## config.mk

```make
export PLATFORM = sky130hd
export DESIGN_NAME = pwm_multi_flat
export DESIGN_NICKNAME = d
export VERILOG_FILES = /design/src/rtl/pwm_multi_if.sv /design/src/rtl/pwm_multi.sv /design/src/flat_wrapper.sv
export SDC_FILE = /design/constraint.sdc
export NUM_CORES = 1
export LEC_CHECK = 0
export ABC_CLOCK_PERIOD_IN_PS = 6030
export CAP_MARGIN = 20
export CORE_MARGIN = 8
export CORE_UTILIZATION = 45
export CTS_CLUSTER_DIAMETER = 150
export CTS_CLUSTER_SIZE = 10
export DETAILED_ROUTE_END_ITERATION = 10
export GPL_TIMING_DRIVEN = 0
export HOLD_SLACK_MARGIN = 0.15
export PLACE_DENSITY = 0.65
export SYNTH_ARGS = -nofsm -noshare
export SYNTH_HDL_FRONTEND = slang
export SYNTH_SLANG_ARGS = --single-unit
```

## constraint.sdc

```tcl
create_clock -name clk -period 6.03 [get_ports clk]
set_clock_uncertainty 0.1 [all_clocks]
set_input_delay 0.603 -clock clk [delete_from_list [all_inputs] [get_ports clk]]
set_output_delay 0.603 -clock clk [all_outputs]
set_load 0.02 [all_outputs]
```

## src/rtl/pwm_multi_if.sv

```systemverilog
// Control/duty-write bus and PWM outputs of pwm_multi.
// master drives control and duty writes; slave is the PWM generator.
interface pwm_multi_if #(
  parameter int WIDTH    = 8,
  parameter int CHANNELS = 4,
  parameter int PSC_W    = 8,
  parameter int CH_W     = 2
);
  logic                en;
  logic [PSC_W-1:0]    prescale;
  logic [WIDTH-1:0]    period;
  logic                center_mode;
  logic                wr_en;
  logic [CH_W-1:0]     wr_ch;
  logic [WIDTH-1:0]    wr_duty;
  logic [CHANNELS-1:0] pwm_out;
  logic                period_tick;

  modport master (
    output en, prescale, period, center_mode, wr_en, wr_ch, wr_duty,
    input  pwm_out, period_tick
  );

  modport slave (
    input  en, prescale, period, center_mode, wr_en, wr_ch, wr_duty,
    output pwm_out, period_tick
  );
endinterface

```

## src/rtl/pwm_multi.sv

```systemverilog
// Multi-channel PWM: shared prescaler and edge/center-aligned period counter, double-buffered duties.
// pwm_out is registered one clk after cnt; period_tick is high the clk after each boundary.
module pwm_multi #(
  parameter int WIDTH    = 8,
  parameter int CHANNELS = 4,
  parameter int PSC_W    = 8,
  parameter int CH_W     = 2
) (
  input logic        clk,
  input logic        rst,
  pwm_multi_if.slave bus
);

  typedef enum logic {DIR_UP = 1'b0, DIR_DOWN = 1'b1} dir_t;

  logic [PSC_W-1:0]    r_psc;
  logic [PSC_W-1:0]    w_psc_nxt;
  logic [WIDTH-1:0]    r_cnt;
  logic [WIDTH-1:0]    w_cnt_nxt;
  dir_t                r_dir;
  dir_t                w_dir_nxt;
  logic                w_tick;
  logic                w_boundary;
  logic [WIDTH-1:0]    r_period_a;
  logic                r_mode_a;
  logic [WIDTH-1:0]    r_shadow [CHANNELS];
  logic [WIDTH-1:0]    r_active [CHANNELS];
  logic [CHANNELS-1:0] r_pwm;
  logic                r_period_tick;

  always_comb begin
    w_psc_nxt  = r_psc;
    w_cnt_nxt  = r_cnt;
    w_dir_nxt  = r_dir;
    w_tick     = 1'b0;
    w_boundary = 1'b0;
    if (!bus.en) begin
      w_psc_nxt = '0;
      w_cnt_nxt = '0;
      w_dir_nxt = DIR_UP;
    end else begin
      // psc above a freshly lowered prescale keeps counting and wraps through its maximum
      if (r_psc == bus.prescale) begin
        w_psc_nxt = '0;
        w_tick    = 1'b1;
      end else begin
        w_psc_nxt = r_psc + 1'b1;
      end
      if (w_tick) begin
        if (!r_mode_a) begin
          if (r_cnt == r_period_a) begin
            w_cnt_nxt  = '0;
            w_boundary = 1'b1;
          end else begin
            w_cnt_nxt = r_cnt + 1'b1;
          end
        end else if (r_dir == DIR_UP) begin
          if (r_cnt < r_period_a) begin
            w_cnt_nxt = r_cnt + 1'b1;
          end else if (r_period_a > WIDTH'(1)) begin
            w_cnt_nxt = r_period_a - 1'b1;
            w_dir_nxt = DIR_DOWN;
          end else begin
            w_cnt_nxt  = '0;
            w_boundary = 1'b1;
          end
        end else begin
          if (r_cnt <= WIDTH'(1)) begin
            w_cnt_nxt  = '0;
            w_boundary = 1'b1;
          end else begin
            w_cnt_nxt = r_cnt - 1'b1;
          end
        end
        if (w_boundary) begin
          w_dir_nxt = DIR_UP;
        end
      end
    end
  end

  always_ff @(posedge clk or posedge rst) begin
    if (rst) begin
      r_psc         <= '0;
      r_cnt         <= '0;
      r_dir         <= DIR_UP;
      r_period_a    <= '0;
      r_mode_a      <= 1'b0;
      r_pwm         <= '0;
      r_period_tick <= 1'b0;
      for (int i = 0; i < CHANNELS; i++) begin
        r_shadow[i] <= '0;
        r_active[i] <= '0;
      end
    end else begin
      r_psc         <= w_psc_nxt;
      r_cnt         <= w_cnt_nxt;
      r_dir         <= w_dir_nxt;
      r_period_tick <= w_boundary;
      // While stopped the active set tracks the inputs so the first period after enable uses them
      if (!bus.en || w_boundary) begin
        r_period_a <= bus.period;
        r_mode_a   <= bus.center_mode;
      end
      for (int i = 0; i < CHANNELS; i++) begin
        r_pwm[i] <= bus.en && (r_cnt < r_active[i]);
        if (!bus.en || w_boundary) begin
          r_active[i] <= r_shadow[i];
        end
        if (bus.wr_en && (bus.wr_ch == CH_W'(i))) begin
          r_shadow[i] <= bus.wr_duty;
        end
      end
    end
  end

  assign bus.pwm_out     = r_pwm;
  assign bus.period_tick = r_period_tick;

endmodule

```

## src/flat_wrapper.sv

```systemverilog
// flat-port wrapper written by rule: the top's interface ports become plain ports
module pwm_multi_flat 
#(
  parameter int WIDTH    = 8,
  parameter int CHANNELS = 4,
  parameter int PSC_W    = 8,
  parameter int CH_W     = 2
)
  (clk, rst, bus_en, bus_prescale, bus_period, bus_center_mode, bus_wr_en, bus_wr_ch, bus_wr_duty, bus_pwm_out, bus_period_tick);
  pwm_multi_if #(.WIDTH(WIDTH), .CHANNELS(CHANNELS), .PSC_W(PSC_W), .CH_W(CH_W)) bus_i ();
  input logic clk;
  input logic rst;
  input wire logic [$bits(bus_i.en)-1:0] bus_en;
  input wire logic [$bits(bus_i.prescale)-1:0] bus_prescale;
  input wire logic [$bits(bus_i.period)-1:0] bus_period;
  input wire logic [$bits(bus_i.center_mode)-1:0] bus_center_mode;
  input wire logic [$bits(bus_i.wr_en)-1:0] bus_wr_en;
  input wire logic [$bits(bus_i.wr_ch)-1:0] bus_wr_ch;
  input wire logic [$bits(bus_i.wr_duty)-1:0] bus_wr_duty;
  output wire logic [$bits(bus_i.pwm_out)-1:0] bus_pwm_out;
  output wire logic [$bits(bus_i.period_tick)-1:0] bus_period_tick;
  assign bus_i.en = bus_en;
  assign bus_i.prescale = bus_prescale;
  assign bus_i.period = bus_period;
  assign bus_i.center_mode = bus_center_mode;
  assign bus_i.wr_en = bus_wr_en;
  assign bus_i.wr_ch = bus_wr_ch;
  assign bus_i.wr_duty = bus_wr_duty;
  assign bus_pwm_out = bus_i.pwm_out;
  assign bus_period_tick = bus_i.period_tick;
  pwm_multi #(.WIDTH(WIDTH), .CHANNELS(CHANNELS), .PSC_W(PSC_W), .CH_W(CH_W)) u_core (.clk(clk), .rst(rst), .bus(bus_i));
endmodule
```

==> reports/qor.yml <==
route:
  vias: 3715
  routedWlPerCell_um: 17.27
  dr.first_iter.drc_count: 179
  routed_wl_um: 11630
  dr.pass1.iters: 4
  ant_nets: 0
  vias_per_cell: 5.520
  drc: 0
placed_design:
  hpwlAfterDp_um: 8674
  pre_cts_ws_ns: 2.547
  portBuffers: 34
  gp_congestion: 0.8797
timing:
  tightest_slew_ns: 0.8115
  final.setup.worst_slack_ns: 2.709
  timing.hold.ws_ns: 0.3891
  tns_ns: 0
  rsz0062_at_grt: "false"
  finalHoldViolations: 0
  slew_violations: 0
  relSlewSlack: 0.4566
  max_freq_ghz: 0.3011
  period_needed_ns: 3.321
  finalCritPeriodShare: 0.5508
  finalSetupViolations: 0
yosys:
  yosys-top-cells-area: "dfrtp_1, mux2_4, ha_1"
  synth_edf_count: 0
  synth_area_per_cell_um2: 11.50
  yosys.cell_count.top_type: "dfrtp_1"
  ys_types: 56
  syn_area_um2: 5475
  ys_warn_count: 0
  synth_nets: 549
  syn_inst: 476
  synthFlopType: "dfrtp_1"
  synth_top_area_frac: 0.4342
  synth.top_cells.by_count: "dfrtp_1, inv_1, ha_1"
  synth_area_leader_cell: "dfrtp_1"
  synthArstFlopShare: 1.000
  yosysSeqAreaShare: 0.4342
  ys_ff_latch: 95
power:
  ir_drop_mv: 0.1550
  p_sw_frac: 0.2933
  seq_power_share: 0.444
  pwr-share-comb: 0.276
  p_sw_uw: 592.7
  internal_power_uw: 1428
  powerDensity_nw_per_um2: 319.3
  power.leakage_uw: 0.002967
  clkPwrFrac: 0.280
final_layout:
  fin_util: 0.5290
  fin_nets: 595
  final_layout_size_suffix_gt1_frac: 0.1996
  antennaDiodeCount: 0
  seq_area_um2: 2377
  nFillCells: 1052
  area_delta_synth_final_pct: 15.56
  multi_input_comb_area_um2: 2841
worst_setup_path:
  timing.critical_path.buf_inv: 2
  crit_family: "compound AO/OA/AOI/OAI gates"
  path_cells: "clkbuf_1 > inv_1 > ha_1 > nor2b_1 > o211ai_1 > a21oi_1 > nor2_1 > or4b_2 > a32o_1"
  critPathMaxStageDelay_ns: 0.66
  cp-start-kind: "register"
  crit_type: "reg2reg"
  crit_cells: 9
  crit_fanout: 10
  reg2reg_depth: 9
  arrival_ns: 3.45
  slowest_stage: "or4b_2"
  required_ns: 6.16
  cp-end-kind: "register"
die:
  dieArea_um2: 15950
  io_pins: 36
  rows: 40
  initial_core_util: 0.4577
  die_y_um: 126.3
  fp.coreArea_um2: 11960
  die_x_um: 126.3
clock_tree:
  clkSinkCount: 95
  cts_root_buf: "clkbuf_16"
  ctsResizeCount: 0
  post-cts-setup-buffers: 0
  cts_buffers: 9
  clk_latency_ns: 0.34
  postCtsHoldBufs: 0
  htree_levels: 3
  cts_tree: "built"
  clock_path_buffers: 2
  clk_pin_slew_ns: 0.07
min_path:
  worst_hold_path_type: "reg2reg"
  hold_depth: 1
grt:
  grt_remaining_overflow: 0
  grt_max_degree: 73
  antenna_found_initial: 0
  grt_use_total: 0.1573
  grt_pass1_vias: 4122
  grt_pass1_wl_um: 20070
status:
  status: "completed"
flow_run:
  cap_violations: 0
[cell usage in the layout (no fill, tap or decap), drive strengths merged, types with 7 or more instances in the layout]
master          n
a21oi          11
clkbuf         20
nor2           21
xor2            9
nand3          14
mux2           74
xnor2          17
clkdlybuf4s50  34
nand3b          7
a31oi           7
buf             8
ha             42
inv            45
dfrtp          95
nand2          14
nor3           13
o21ai          15
a21o            9
[cells by family after synthesis]
| logic type | Yosys count | share of synthesized area |
|---|---|---|
| fa+ha+maj | 42 | 0.09598 |
| simple gates | 100 | 0.1001 |
| mux | 76 | 0.1826 |
| xor+xnor | 26 | 0.04159 |
| buf+inv | 61 | 0.04776 |
| flops | 95 | 0.4342 |
| compound gates | 76 | 0.09781 |
[state kept, by name, summed over array words and instances, names as in the netlist]
name,flops
u_core.bus.period_tick,1
u_core.r_period_a,8
u_core.bus.pwm_out,4
u_core.r_cnt,8
u_core.r_active,32
u_core.r_shadow,32
u_core.r_psc,8
u_core.r_dir,1
u_core.r_mode_a,1
[worst paths after layout]
| path | start | end | slack, ns |
|---|---|---|---|
| max | u_core.r_cnt[0]$_DFFE_PP0P_ | u_core.r_cnt[6]$_DFFE_PP0P_ | 2.71 |
| min | u_core.r_shadow[7]$_DFFE_PP0P_ | u_core.r_active[7]$_DFFE_PP0P_ | 0.39 |
| max reg2reg | u_core.r_cnt[0]$_DFFE_PP0P_ | u_core.r_cnt[6]$_DFFE_PP0P_ | 2.71 |
| min reg2reg | u_core.r_shadow[7]$_DFFE_PP0P_ | u_core.r_active[7]$_DFFE_PP0P_ | 0.39 |
| max in group asynchronous | rst | u_core.r_shadow[27]$_DFFE_PP0P_ | 4.69 |
| min in group asynchronous | rst | u_core.bus.pwm_out[3]$_DFF_PP0_ | 0.49 |
[power groups by stage]
stage / Combinational, µW / Clock [µW] / Sequential [µW]
after floorplan: 442 / 0 / 874
after global placement: 536 / 0 / 905
after detailed placement: 560 / 0 / 909
after CTS: 564 / 581 / 898
after global routing: 624 / 608 / 919
final: 557 / 566 / 898
[cell type report]
class                           instances  area share
Buffer                                 18     0.01582
Clock buffer                            9     0.03559
Clock inverter                          6     0.01068
Inverter                               43     0.02590
Multi-Input combinational cell        320      0.4491
Sequential cell                        95      0.3757
Tap cell                              147     0.02907
Timing Repair Buffer                   35     0.05814
[per-layer routing]
metal / vias up / share of wire / track usage
met5: - / 0 / 0
met4: 0 / 0.029 / 0.08068
met3: 30 / 0.033 / 0.02639
met2: 64 / 0.50 / 0.2722
met1: 1827 / 0.44 / 0.1847
li1: 1794 / - / -
[metrics by stage]
| step | std cells | power, µW | instance area [µm²] |
|---|---|---|---|
| 6_report | 673 | 2021 | 6327 |
| 5_1_grt | 673 | 2151 | 6327 |
| 4_1_cts | 673 | 2043 | 6327 |
| 3_5_place_dp | 658 | 1469 | 6035 |
| 3_3_place_gp | 657 | 1441 | 6000 |
| 2_1_floorplan | 476 | 1316 | 5475 |
No activity file was read; power rests on OpenSTA's default activity.
